### src/rtl/h_ram_rdctl.sv
// ---------------------------------------------------------------------------
// h_ram_rdctl
//
// Read controller that sits between a request/response stream and a
// synchronous RAM with a fixed read latency. Each accepted request is issued
// to the RAM in the same cycle. The returning word is captured into a small
// response buffer and handed to the consumer in request order.
//
// Flow control is credit based. A credit is taken when a request is accepted
// and returned when its response is popped. Because every outstanding read
// therefore owns a buffer slot, the buffer can never overflow. This lets the
// RAM side run without any backpressure of its own.
//
// Ports
//   clk       : clock, all state updates on the rising edge
//   rst       : asynchronous, active-high reset
//   req_vld   : a read request is present
//   req_addr  : read address
//   req_rdy   : controller can accept a request (credit available)
//   ram_en    : RAM read enable (req_vld & req_rdy, combinational)
//   ram_addr  : RAM read address (req_addr, combinational)
//   ram_dout  : RAM read data, valid RD_LAT cycles after ram_en
//   rsp_vld   : response buffer is non-empty
//   rsp_data  : response buffer head
//   rsp_rdy   : consumer accepts the response
//   busy      : a read is in flight or the buffer holds data
//
// Parameters
//   ADDR_W : RAM address width
//   DATA_W : RAM data width
//   RD_LAT : RAM read latency in cycles (1 or 2)
//   OBUF_N : response buffer depth (power of two, >= 2)
// ---------------------------------------------------------------------------
module h_ram_rdctl #(
    parameter int ADDR_W = 8,
    parameter int DATA_W = 32,
    parameter int RD_LAT = 1,
    parameter int OBUF_N = 4
) (
    input  logic              clk,
    input  logic              rst,
    input  logic              req_vld,
    input  logic [ADDR_W-1:0] req_addr,
    output logic              req_rdy,
    output logic              ram_en,
    output logic [ADDR_W-1:0] ram_addr,
    input  logic [DATA_W-1:0] ram_dout,
    output logic              rsp_vld,
    output logic [DATA_W-1:0] rsp_data,
    input  logic              rsp_rdy,
    output logic              busy
);

    localparam int PTR_W = $clog2(OBUF_N);
    localparam int CNT_W = $clog2(OBUF_N + 1);
    localparam logic [CNT_W-1:0] CREDIT_MAX = CNT_W'(OBUF_N);

    logic [CNT_W-1:0]  credit;
    logic [RD_LAT:1]   vld_p;
    logic [CNT_W-1:0]  fifo_cnt;
    logic [PTR_W-1:0]  wr_ptr;
    logic [PTR_W-1:0]  rd_ptr;
    logic [DATA_W-1:0] mem [OBUF_N];

    logic accept;
    logic pop;
    logic push;
    logic fifo_full;

    // -----------------------------------------------------------------------
    // Request side. req_rdy depends only on the registered credit count.
    // It is held low while reset is asserted, because an empty credit count
    // alone would otherwise read as "ready" during reset.
    // -----------------------------------------------------------------------
    assign req_rdy  = ~rst & (credit < CREDIT_MAX);
    assign accept   = req_vld & req_rdy;
    assign ram_en   = accept;
    assign ram_addr = req_addr;

    assign rsp_vld  = (fifo_cnt != '0);
    assign pop      = rsp_vld & rsp_rdy;
    assign busy     = (credit != '0);

    // Credit count: outstanding reads plus buffered responses.
    always_ff @(posedge clk or posedge rst) begin
        if (rst) begin
            credit <= '0;
        end else if (accept && !pop) begin
            credit <= credit + CNT_W'(1);
        end else if (!accept && pop) begin
            credit <= credit - CNT_W'(1);
        end
    end

    // -----------------------------------------------------------------------
    // Stage boundary: RAM latency tracking. vld_p[k] is set when the read
    // issued k cycles ago is still alive. vld_p[RD_LAT] marks ram_dout as
    // valid in the current cycle. Clearing this on reset is what discards
    // reads that return after a reset.
    // -----------------------------------------------------------------------
    always_ff @(posedge clk or posedge rst) begin
        if (rst) begin
            vld_p <= '0;
        end else begin
            vld_p[1] <= accept;
            for (int i = 2; i <= RD_LAT; i++) begin
                vld_p[i] <= vld_p[i-1];
            end
        end
    end

    assign push = vld_p[RD_LAT];

    // -----------------------------------------------------------------------
    // Stage boundary: response buffer. The pointers wrap naturally because
    // the depth is a power of two. Full and empty are told apart by the
    // occupancy count, not by comparing pointers.
    // -----------------------------------------------------------------------
    assign fifo_full = (fifo_cnt == CREDIT_MAX);

    always_ff @(posedge clk or posedge rst) begin
        if (rst) begin
            fifo_cnt <= '0;
            wr_ptr   <= '0;
            rd_ptr   <= '0;
        end else begin
            if (push) begin
                wr_ptr <= wr_ptr + PTR_W'(1);
            end
            if (pop) begin
                rd_ptr <= rd_ptr + PTR_W'(1);
            end
            if (push && !pop) begin
                fifo_cnt <= fifo_cnt + CNT_W'(1);
            end else if (pop && !push) begin
                fifo_cnt <= fifo_cnt - CNT_W'(1);
            end
        end
    end

    // Storage is data only and is deliberately left out of reset.
    always_ff @(posedge clk) begin
        if (push) begin
            mem[wr_ptr] <= ram_dout;
        end
    end

    // The head is read from registered storage, so there is no path from
    // ram_dout to rsp_data. The head holds while the consumer stalls.
    assign rsp_data = mem[rd_ptr];

    // A push into a full buffer would mean the credit accounting is broken.
    a_no_overflow: assert property (@(posedge clk) disable iff (rst) !(push && fifo_full));

endmodule

### config.mk
export PLATFORM = sky130hd
export DESIGN_NAME = h_ram_rdctl
export DESIGN_NICKNAME = d
export VERILOG_FILES = /design/src/rtl/h_ram_rdctl.sv
export SDC_FILE = /design/constraint.sdc
export NUM_CORES = 1
export LEC_CHECK = 0
export CORE_ASPECT_RATIO = 0.7
export CORE_UTILIZATION = 53
export CTS_CLUSTER_SIZE = 12
export DETAILED_ROUTE_END_ITERATION = 16
export HOLD_SLACK_MARGIN = 0.06
export PLACE_DENSITY = 0.88
export SLEW_MARGIN = 20
export SYNTH_ARGS = -nofsm -noshare
export SYNTH_HDL_FRONTEND = slang
export SYNTH_SLANG_ARGS = --single-unit
export TNS_END_PERCENT = 50
### constraint.sdc
create_clock -name clk -period 2.2 [get_ports clk]
set_input_delay 0.55 -clock clk [delete_from_list [all_inputs] [get_ports clk]]
set_output_delay 0.55 -clock clk [all_outputs]
set_load 0.005 [all_outputs]
; ---- Word-level counts from Yosys, hierarchy flattened
; Memory sizes are Yosys's and may differ from the RTL's.
; Cells that the tools add are included.
[totals]
reg_bits = 11
latchBits = 0
ramBits = 128
romBits = 0
in_bits = 44
output_inout_bits = 44
elab_cells = 34
mem_count = 1
[classes]
add_sub_neg = 6
n_mul = 0
div = 0
order_cmp = 1
eq_ne = 0
shifts = 0
n_mux = 6
n_bitwise = 4
n_reduce_logical = 11
[memory_table]
columns = memory, depth, width, rd, rd_ports_with_merged_regs, write_ports, line
row1 = mem, 4, 32, 1, 0, 1, 63  ; logic [DATA_W-1:0] mem [OBUF_N];
[ops]
columns = operator, count
row1 = 3-bit 2-to-1 mux, 4
row2 = "3-bit by 1-bit adder with 3-bit output, second input constant", 2
row3 = 3-bit nonzero test, 2
row4 = "3-bit by 1-bit subtractor with 3-bit output, second input constant", 2
row5 = "2-bit by 1-bit adder with 2-bit output, second input constant", 2
row6 = 1-bit logical AND, 4
row7 = 2-bit nonzero test, 2
row8 = 1-bit AND, 3
row9 = 1-bit zero test, 3
row10 = "3-bit < comparator, second input constant", 1
row11 = 1-bit 2-to-1 mux, 2
row12 = 1-bit inverter, 1

; ---- Depth between registers and ports, before layout
; Gate-level depths: netlist of the first run.
[depth]
depth_word = 7
mapped_depth = 8
ltp_nobuf = 8

; ---- Worst setup path before layout of the first run
; Ideal clock, no wire load.
[synth_path]
path_kind = flip-flop to flip-flop
startpoint = register fifo_cnt[0]
endpoint = register fifo_cnt[2]
setup_time_ns = 0.079
t_arrival_ns = 1.932
t_required_ns = 2.121
slack_ns = 0.189
stages_incl_launch_ff = 9
path_buffers = 0
period_less_slack_ns = 2.011
cell_sequence = dfrtp_1 -> or3_1 -> nand2_1 -> ha_1 -> inv_1 -> fa_1 -> xor2_1 -> nor2_1 -> xor2_1
[synth_via]
elab_chain_cells = 5
word_cells_on_any_way = 10
classes_between = add/sub (2) / mux (2) / bitwise (1) / reduce/logical (5)
[synth_lines]
columns = element, line
row1 = start: declaration, 60  ; logic [CNT_W-1:0] fifo_cnt;
row2 = start signal: assignment, 134  ; fifo_cnt <= fifo_cnt + CNT_W'(1);
row3 = start signal: assignment, 136  ; fifo_cnt <= fifo_cnt - CNT_W'(1);
row4 = 3-bit nonzero test *, 80  ; assign rsp_vld = (fifo_cnt != '0);
row5 = net rsp_vld, 48  ; output logic rsp_vld,
row6 = 1-bit AND *, 81  ; assign pop = rsp_vld & rsp_rdy;
row7 = 1-bit zero test, 133  ; if (push && !pop) begin
row8 = 1-bit logical AND, 133
row9 = 3-bit 2-to-1 mux or 2-bit nonzero test (tied branches), -
; The timed path passes the listed nets; every way through them passes the cells marked *. The select of a mux whose other input is x is not followed.
; A chain may end at the register's enable or synchronous reset.

; ---- Final worst setup path of the first run
[layout_path]
startpoint = register rd_ptr[0]
endpoint = output rsp_data[2]
[layout_via]
elab_chain_cells = 1
[layout_lines]
columns = element, line
row1 = start: declaration, 62  ; logic [PTR_W-1:0] rd_ptr;
row2 = start signal: assignment, 131  ; rd_ptr <= rd_ptr + PTR_W'(1);
row3 = memory 4 x 32 bit, -
row4 = end: declaration, 49  ; output logic [DATA_W-1:0] rsp_data,
; No other way between the ends.

==> flow_metrics.py, run 1 <==
metrics = {
    "setup_path": {
        "crit_chain": "buf_12, buf_12, mux4_2, buf_2",
        "critPathMaxFanout": 7,
        "required_ps": 1650,
        "max_stage_delay_ps": 520,
        "arrival_ps": 1760,
        "crit_cells": 4,
        "reg2regPathDepth": 8,
        "slowest_stage": "mux4_2",
        "crit_family": "multiplexers",
        "critical_path_class": "reg -> out",
        "worstSetupEndpointType": "output port",
        "cp-start-kind": "flop",
        "cpMostUsedCell": "buf_12",
        "crit_buf_inv": 3,
    },
    "timing": {
        "setup_slack_ps": -108,
        "setup_violations": 28,
        "rsz0062_at_grt": "true",
        "period_minus_slack_ps": 2310,
        "tightest_slew_ps": 877,
        "slew_headroom_pct": 41.5,
        "whs_ps": 303,
        "skew_ps": 4.82,
        "fin_crit_sh_pct": 105,
        "maxSlewViolCount": 0,
        "hold_viol": 0,
        "max_freq_mhz": 433,
    },
    "run_status": {
        "status": "finished with violations",
        "violations": "setup timing",
    },
    "grt": {
        "grt.overflow.total": 0,
        "grt_antenna_before_repair": 0,
        "grt_usage_pct": 20.1,
        "grt_max_degree": 33,
        "grt_pass1_wl_mm": 14.4,
        "grt_pass1_vias": 2722,
    },
    "logic_synthesis": {
        "synth_largest_area_cell": "edfxtp_1",
        "synth.distinct_cells": 21,
        "synth_common_cells": "128 x edfxtp_1, 28 x mux4_2, 11 x dfrtp_1",
        "synthArstFlopShare_pct": 7.91,
        "synth_edf_count": 128,
        "syn_nets": 277,
        "synth_top_cell_area_share_pct": 72.4,
        "ys.flop_type": "edfxtp_1",
        "synth.avg_cell_area_um2": 23.6,
        "yosysMostFrequentCell": "edfxtp_1",
        "yosys-top-cells-area": "edfxtp_1 72%, mux4_2 12%, dfrtp_1 5.2%, mux4_1 2.0%, ha_1 1.4%",
        "synth-seq-cells": 139,
        "netlist_area_mm2": 0.00531,
        "synth_cells": 225,
        "yosysWarnings": 0,
        "ys_seq_area_share_pct": 77.5,
    },
    "placement": {
        "dpl_worst_slack_ps": -228,
        "port_buffers": 71,
        "place_area_mm2": 0.00618,
        "globalplace.congestion": 0.763,
        "place_hpwl_mm": 5.61,
    },
    "die": {
        "dieArea_mm2": 0.0104,
        "die_h_um": 85.8,
        "die_w_um": 122,
        "row_count": 30,
        "core-area_mm2": 0.00972,
        "io_pins": 88,
        "start_util_pct": 54.6,
    },
    "final_layout": {
        "multiInputGateArea_mm2": 0.00103,
        "register_area_mm2": 0.00412,
        "stdcell_area_mm2": 0.00672,
        "area_delta_synth_final_pct": 26.5,
        "fin_util_pct": 69.1,
        "drive_gt1_share_pct": 37.0,
        "diodes": 0,
        "fill_cells": 616,
        "num-nets-final": 371,
    },
    "detailed_routing": {
        "ant_nets": 0,
        "routed_via_density": 5.45,
        "drc": 0,
        "drt_iter0_markers": 125,
        "finalWirelength_mm": 9.28,
        "wl_met1_mm": 4.12,
        "wl_met2_mm": 4.51,
        "topRoutingLayerUsed": "met4",
        "dr.pass1.iters": 4,
        "wl_per_cell_um": 20.2,
        "wl_met3_um": 572,
        "vias": 2507,
    },
    "clocking": {
        "tritoncts": "yes",
        "root_buffer": "clkbuf_16",
        "cts.clk_slew.worst_paths_ps": 50,
        "ctsHoldBuffers": 0,
        "clockBufferDepth": 2,
        "clock_latency_ps": 410,
        "cts_made_buffers": 17,
        "clock-sinks": 139,
        "htree_levels": 4,
    },
    "pwr": {
        "p_leak_nw": 2.34,
        "total_power_mw": 8.44,
        "p_per_area_mw_per_mm2": 1260,
        "peakVddDrop_v": 0.000756,
    },
    "min_path": {
        "hold_class": "in -> async",
    },
    "flow_run": {
        "drv_cap": 0,
    },
}
==> where the power goes <==
group / switching, mW / internal (mW) / total [mW]
clock: 1.00 / 1.76 / 2.76
sequential: 0.152 / 3.18 / 3.33
combinational: 0.974 / 1.37 / 2.35
total: 2.13 / 6.31 / 8.44
==> final timing paths <==
check / slack [ps] / from / to
min reg2reg: 490 / fifo_cnt[2] / fifo_cnt[2]
min: 300 / rst / rd_ptr[1]
max reg2reg: 50 / fifo_cnt[0] / fifo_cnt[2]
min in group clk: 490 / fifo_cnt[2] / fifo_cnt[2]
max in group asynchronous: 1580 / rst / rd_ptr[0]
max: -110 / rd_ptr[0] / rsp_data[2]
==> cell usage in the layout, fill, tap and decap left out, types with 2 or more instances in the layout <==
master,instances
and2_2,4
buf_12,5
buf_2,17
buf_4,11
buf_6,7
buf_8,2
bufinv_16,3
clkbuf_16,17
clkbuf_2,10
clkdlybuf4s50_1,35
clkinv_1,3
clkinv_2,3
clkinvlp_4,5
dfrtp_1,10
dlygate4sd2_1,4
edfxtp_1,128
fa_1,2
ha_1,6
inv_1,5
mux2_2,2
mux4_2,32
nor2_1,2
xnor2_1,4
xor2_1,5
==> area by class of cell <==
cell class,count,area share (%)
flip-flops and latches,139,61.3
repair buffers,91,12.1
multi-input cells,65,15.3
well taps,128,2.38
clock inverters,14,2.29
inverters,5,0.279
clock buffers,18,6.38
==> metrics by stage <==
step / std cells / TNS [ps]
final: 460 / -1990
after global routing: 460 / -4250
after CTS: 460 / -4080
after floorplan: 225 / 0
after detailed placement: 424 / -691
after global placement: 424 / -410
==> cells by family (layout without fill, tap and decap cells) <==
group,Yosys count,count (layout),share of synthesized area (%)
DFF,139,139,77.5
muxes,34,34,14.3
buffers and inverters,21,128,3.18
and+or+nand+nor,13,13,1.27
xor gates and xnor gates,9,9,1.48
adders and majority gates,8,8,2.17
AOI/OAI and AO/OA,1,1,0.0941
==> timing repair <==
item,CTS,global route
setup buffers,3,2
resized for setup,120,25
gates cloned,1,0
setup endpoints to repair,35,34
pin swaps,1,0
==> per-layer routing <==
| metal | vias to the layer above | global-route usage [%] |
|---|---|---|
| li1 | 1097 | - |
| met1 | 1321 | 26.1 |
| met2 | 77 | 30.9 |
| met3 | 12 | 8.98 |
| met4 | 0 | 5.72 |
| met5 | - | 0 |
==> sequential cells by signal, summed over array words and instances, names as in the netlist <==
signal and flops:
mem 128, credit 3, fifo_cnt 3, rd_ptr 2
wr_ptr 2, push 1
No activity file was read; power rests on OpenSTA's default activity.
==> run 2: changes to the inputs <==
--- a/config.mk
+++ b/config.mk
@@ -6,6 +6,7 @@
 export NUM_CORES = 1
 export LEC_CHECK = 0
 export CORE_ASPECT_RATIO = 0.7
+export CORE_MARGIN = 1
 export CORE_UTILIZATION = 53
 export CTS_CLUSTER_SIZE = 12
 export DETAILED_ROUTE_END_ITERATION = 16
==> results of run 2 <==
Final layout, timing and power as in run 1 (identical DEF).
==> run 3: changes to the inputs <==
--- a/config.mk
+++ b/config.mk
@@ -7,11 +7,11 @@
 export LEC_CHECK = 0
 export CORE_ASPECT_RATIO = 0.7
 export CORE_MARGIN = 1
-export CORE_UTILIZATION = 53
+export CORE_UTILIZATION = 45
 export CTS_CLUSTER_SIZE = 12
 export DETAILED_ROUTE_END_ITERATION = 16
 export HOLD_SLACK_MARGIN = 0.06
-export PLACE_DENSITY = 0.88
+export PLACE_DENSITY = 0.78
 export SLEW_MARGIN = 20
 export SYNTH_ARGS = -nofsm -noshare
 export SYNTH_HDL_FRONTEND = slang
==> flow_metrics.py, run 3 (same netlist as run 1, synthesis figures left out) <==
metrics = {
    "timing": {
        "skew_ps": 4.33,
        "max_freq_mhz": 428,
        "tightest_slew_ps": 472,
        "hold_viol": 0,
        "maxSlewViolCount": 0,
        "whs_ps": 471,
        "setup_violations": 32,
        "setup_slack_ps": -137,
        "final.setup.tns_ps": -2560,
        "rsz0062_at_grt": "true",
        "period_minus_slack_ps": 2340,
        "slew_headroom_pct": 68.5,
        "fin_crit_sh_pct": 106,
    },
    "setup_path": {
        "max_stage_delay_ps": 420,
        "crit_buf_inv": 4,
        "cpMostUsedCell": "buf_12",
        "slowest_stage": "mux4_2",
        "crit_chain": "buf_12, buf_12, buf_16, mux4_2, buf_2",
        "r2r_start": "fifo_cnt[0]",
        "required_ps": 1650,
        "rrSetupSlack_ps": 160,
        "worstSetupEndpointType": "output port",
        "critPathMaxFanout": 5,
        "crit_family": "buffers and inverters",
        "critical_path_class": "reg -> out",
        "startpoint": "rd_ptr[0]",
        "reg2regPathDepth": 8,
        "crit_cells": 5,
        "r2r-end": "fifo_cnt[2]",
        "cp-start-kind": "flop",
        "arrival_ps": 1790,
        "endpoint": "rsp_data[10]",
    },
    "final_layout": {
        "fin_util_pct": 61.3,
        "regMostFlops": "mem",
        "final_common_cell": "edfxtp_1",
        "final_cell_mix": "128 x edfxtp_1, 36 x clkdlybuf4s50_1, 32 x mux4_2",
        "area_delta_synth_final_pct": 29.8,
        "drive_gt1_share_pct": 37.8,
        "diodes": 0,
        "largest_reg_flops": 128,
        "num-nets-final": 372,
        "top_regs": "mem x128, credit x3, fifo_cnt x3",
    },
    "clocking": {
        "clock-sinks": 139,
        "clockBufferDepth": 2,
        "clock_latency_ps": 410,
        "htree_levels": 4,
        "tritoncts": "yes",
        "cts.clk_slew.worst_paths_ps": 50,
        "root_buffer": "clkbuf_16",
        "cts_made_buffers": 17,
        "ctsHoldBuffers": 0,
    },
    "pwr": {
        "p_leak_nw": 2.41,
        "p_per_area_mw_per_mm2": 1300,
        "peakVddDrop_v": 0.000774,
    },
    "detailed_routing": {
        "drt_iter0_markers": 131,
        "wl_per_cell_um": 19.9,
        "ant_nets": 0,
        "routed_via_density": 5.09,
        "dr.pass1.iters": 4,
        "drc": 0,
        "vias": 2473,
        "finalWirelength_mm": 9.68,
    },
    "grt": {
        "grt_antenna_before_repair": 0,
        "grt_pass1_wl_mm": 15.5,
        "grt_usage_pct": 17.8,
        "grt_max_degree": 19,
        "grt.overflow.total": 0,
        "grt_pass1_vias": 2743,
    },
    "min_path": {
        "hold_class": "reg -> reg",
    },
    "run_status": {
        "violations": "setup timing",
        "status": "finished with violations",
    },
    "die": {
        "core-area_mm2": 0.0113,
        "start_util_pct": 47.2,
        "die_w_um": 132,
        "row_count": 32,
        "io_pins": 88,
        "die_h_um": 92.9,
        "dieArea_mm2": 0.0123,
    },
    "placement": {
        "place_hpwl_mm": 5.62,
        "globalplace.congestion": 0.719,
        "port_buffers": 71,
        "dpl_worst_slack_ps": -199,
    },
    "flow_run": {
        "drv_cap": 0,
    },
}
[run 3: where the power goes]
part           internal [mW]  switching, mW
combinational           1.49           1.03
clock                   2.12           1.04
sequential              3.18          0.146
[run 3: how the worst min path moves through the flow]
| stage | slack [ps] | cells past startpoint | start | endpoint |
|---|---|---|---|---|
| CTS | 470 | 1 | fifo_cnt[2] | fifo_cnt[2] |
| global route | 490 | 1 | fifo_cnt[2] | fifo_cnt[2] |
| detailed placement | 450 | 1 | fifo_cnt[2] | fifo_cnt[2] |
| finish | 470 | 1 | fifo_cnt[2] | fifo_cnt[2] |
| floorplan | 400 | 1 | rst | credit[0] |
| global placement | 450 | 1 | fifo_cnt[2] | fifo_cnt[2] |
[run 3: worst reg2reg max path: cells and delay by family (launching register included)]
family        cells  cell delay (ps)
fa+ha+maj         2              540
simple gates      3              640
flops             1              420
buf+inv           1               60
xor+xnor          2              310
[run 3: repair_timing]
action	4_1_cts	5_1_grt
resized for setup	136	6
buffers inserted	5	0
cloned	4	0
endpoints found under the setup margin	35	34
pin swaps	1	0
[run 3: metrics by stage]
stage          power (mW)  cell area [um2]  instances
2_1_floorplan        4.70             5310        225
3_3_place_gp         5.78             6230        446
3_5_place_dp         5.83             6230        446
4_1_cts              9.14             6920        487
5_1_grt              9.39             6900        486
6_report             9.00             6900        486
[run 3: routing by layer]
layer  global-route usage, %  wire length (um)  vias to the layer above  share of wire (%)
li1                        -                 -                     1102                  -
met1                    22.9              4370                     1286                 45
met2                    28.9              4750                       72                 49
met3                    5.75               455                       13                4.7
met4                    6.20               107                        0                1.1
met5                       0                 0                        -                  0
[run 3: layout make-up]
cell class / instances / area (um2)
repair buffers: 92 / 881
clock inverters: 13 / 223
clock buffers: 19 / 433
well taps: 153 / 191
inverters: 5 / 18.8
fillers: 773 / 4350
multi-input cells: 65 / 1030
flip-flops and latches: 139 / 4120
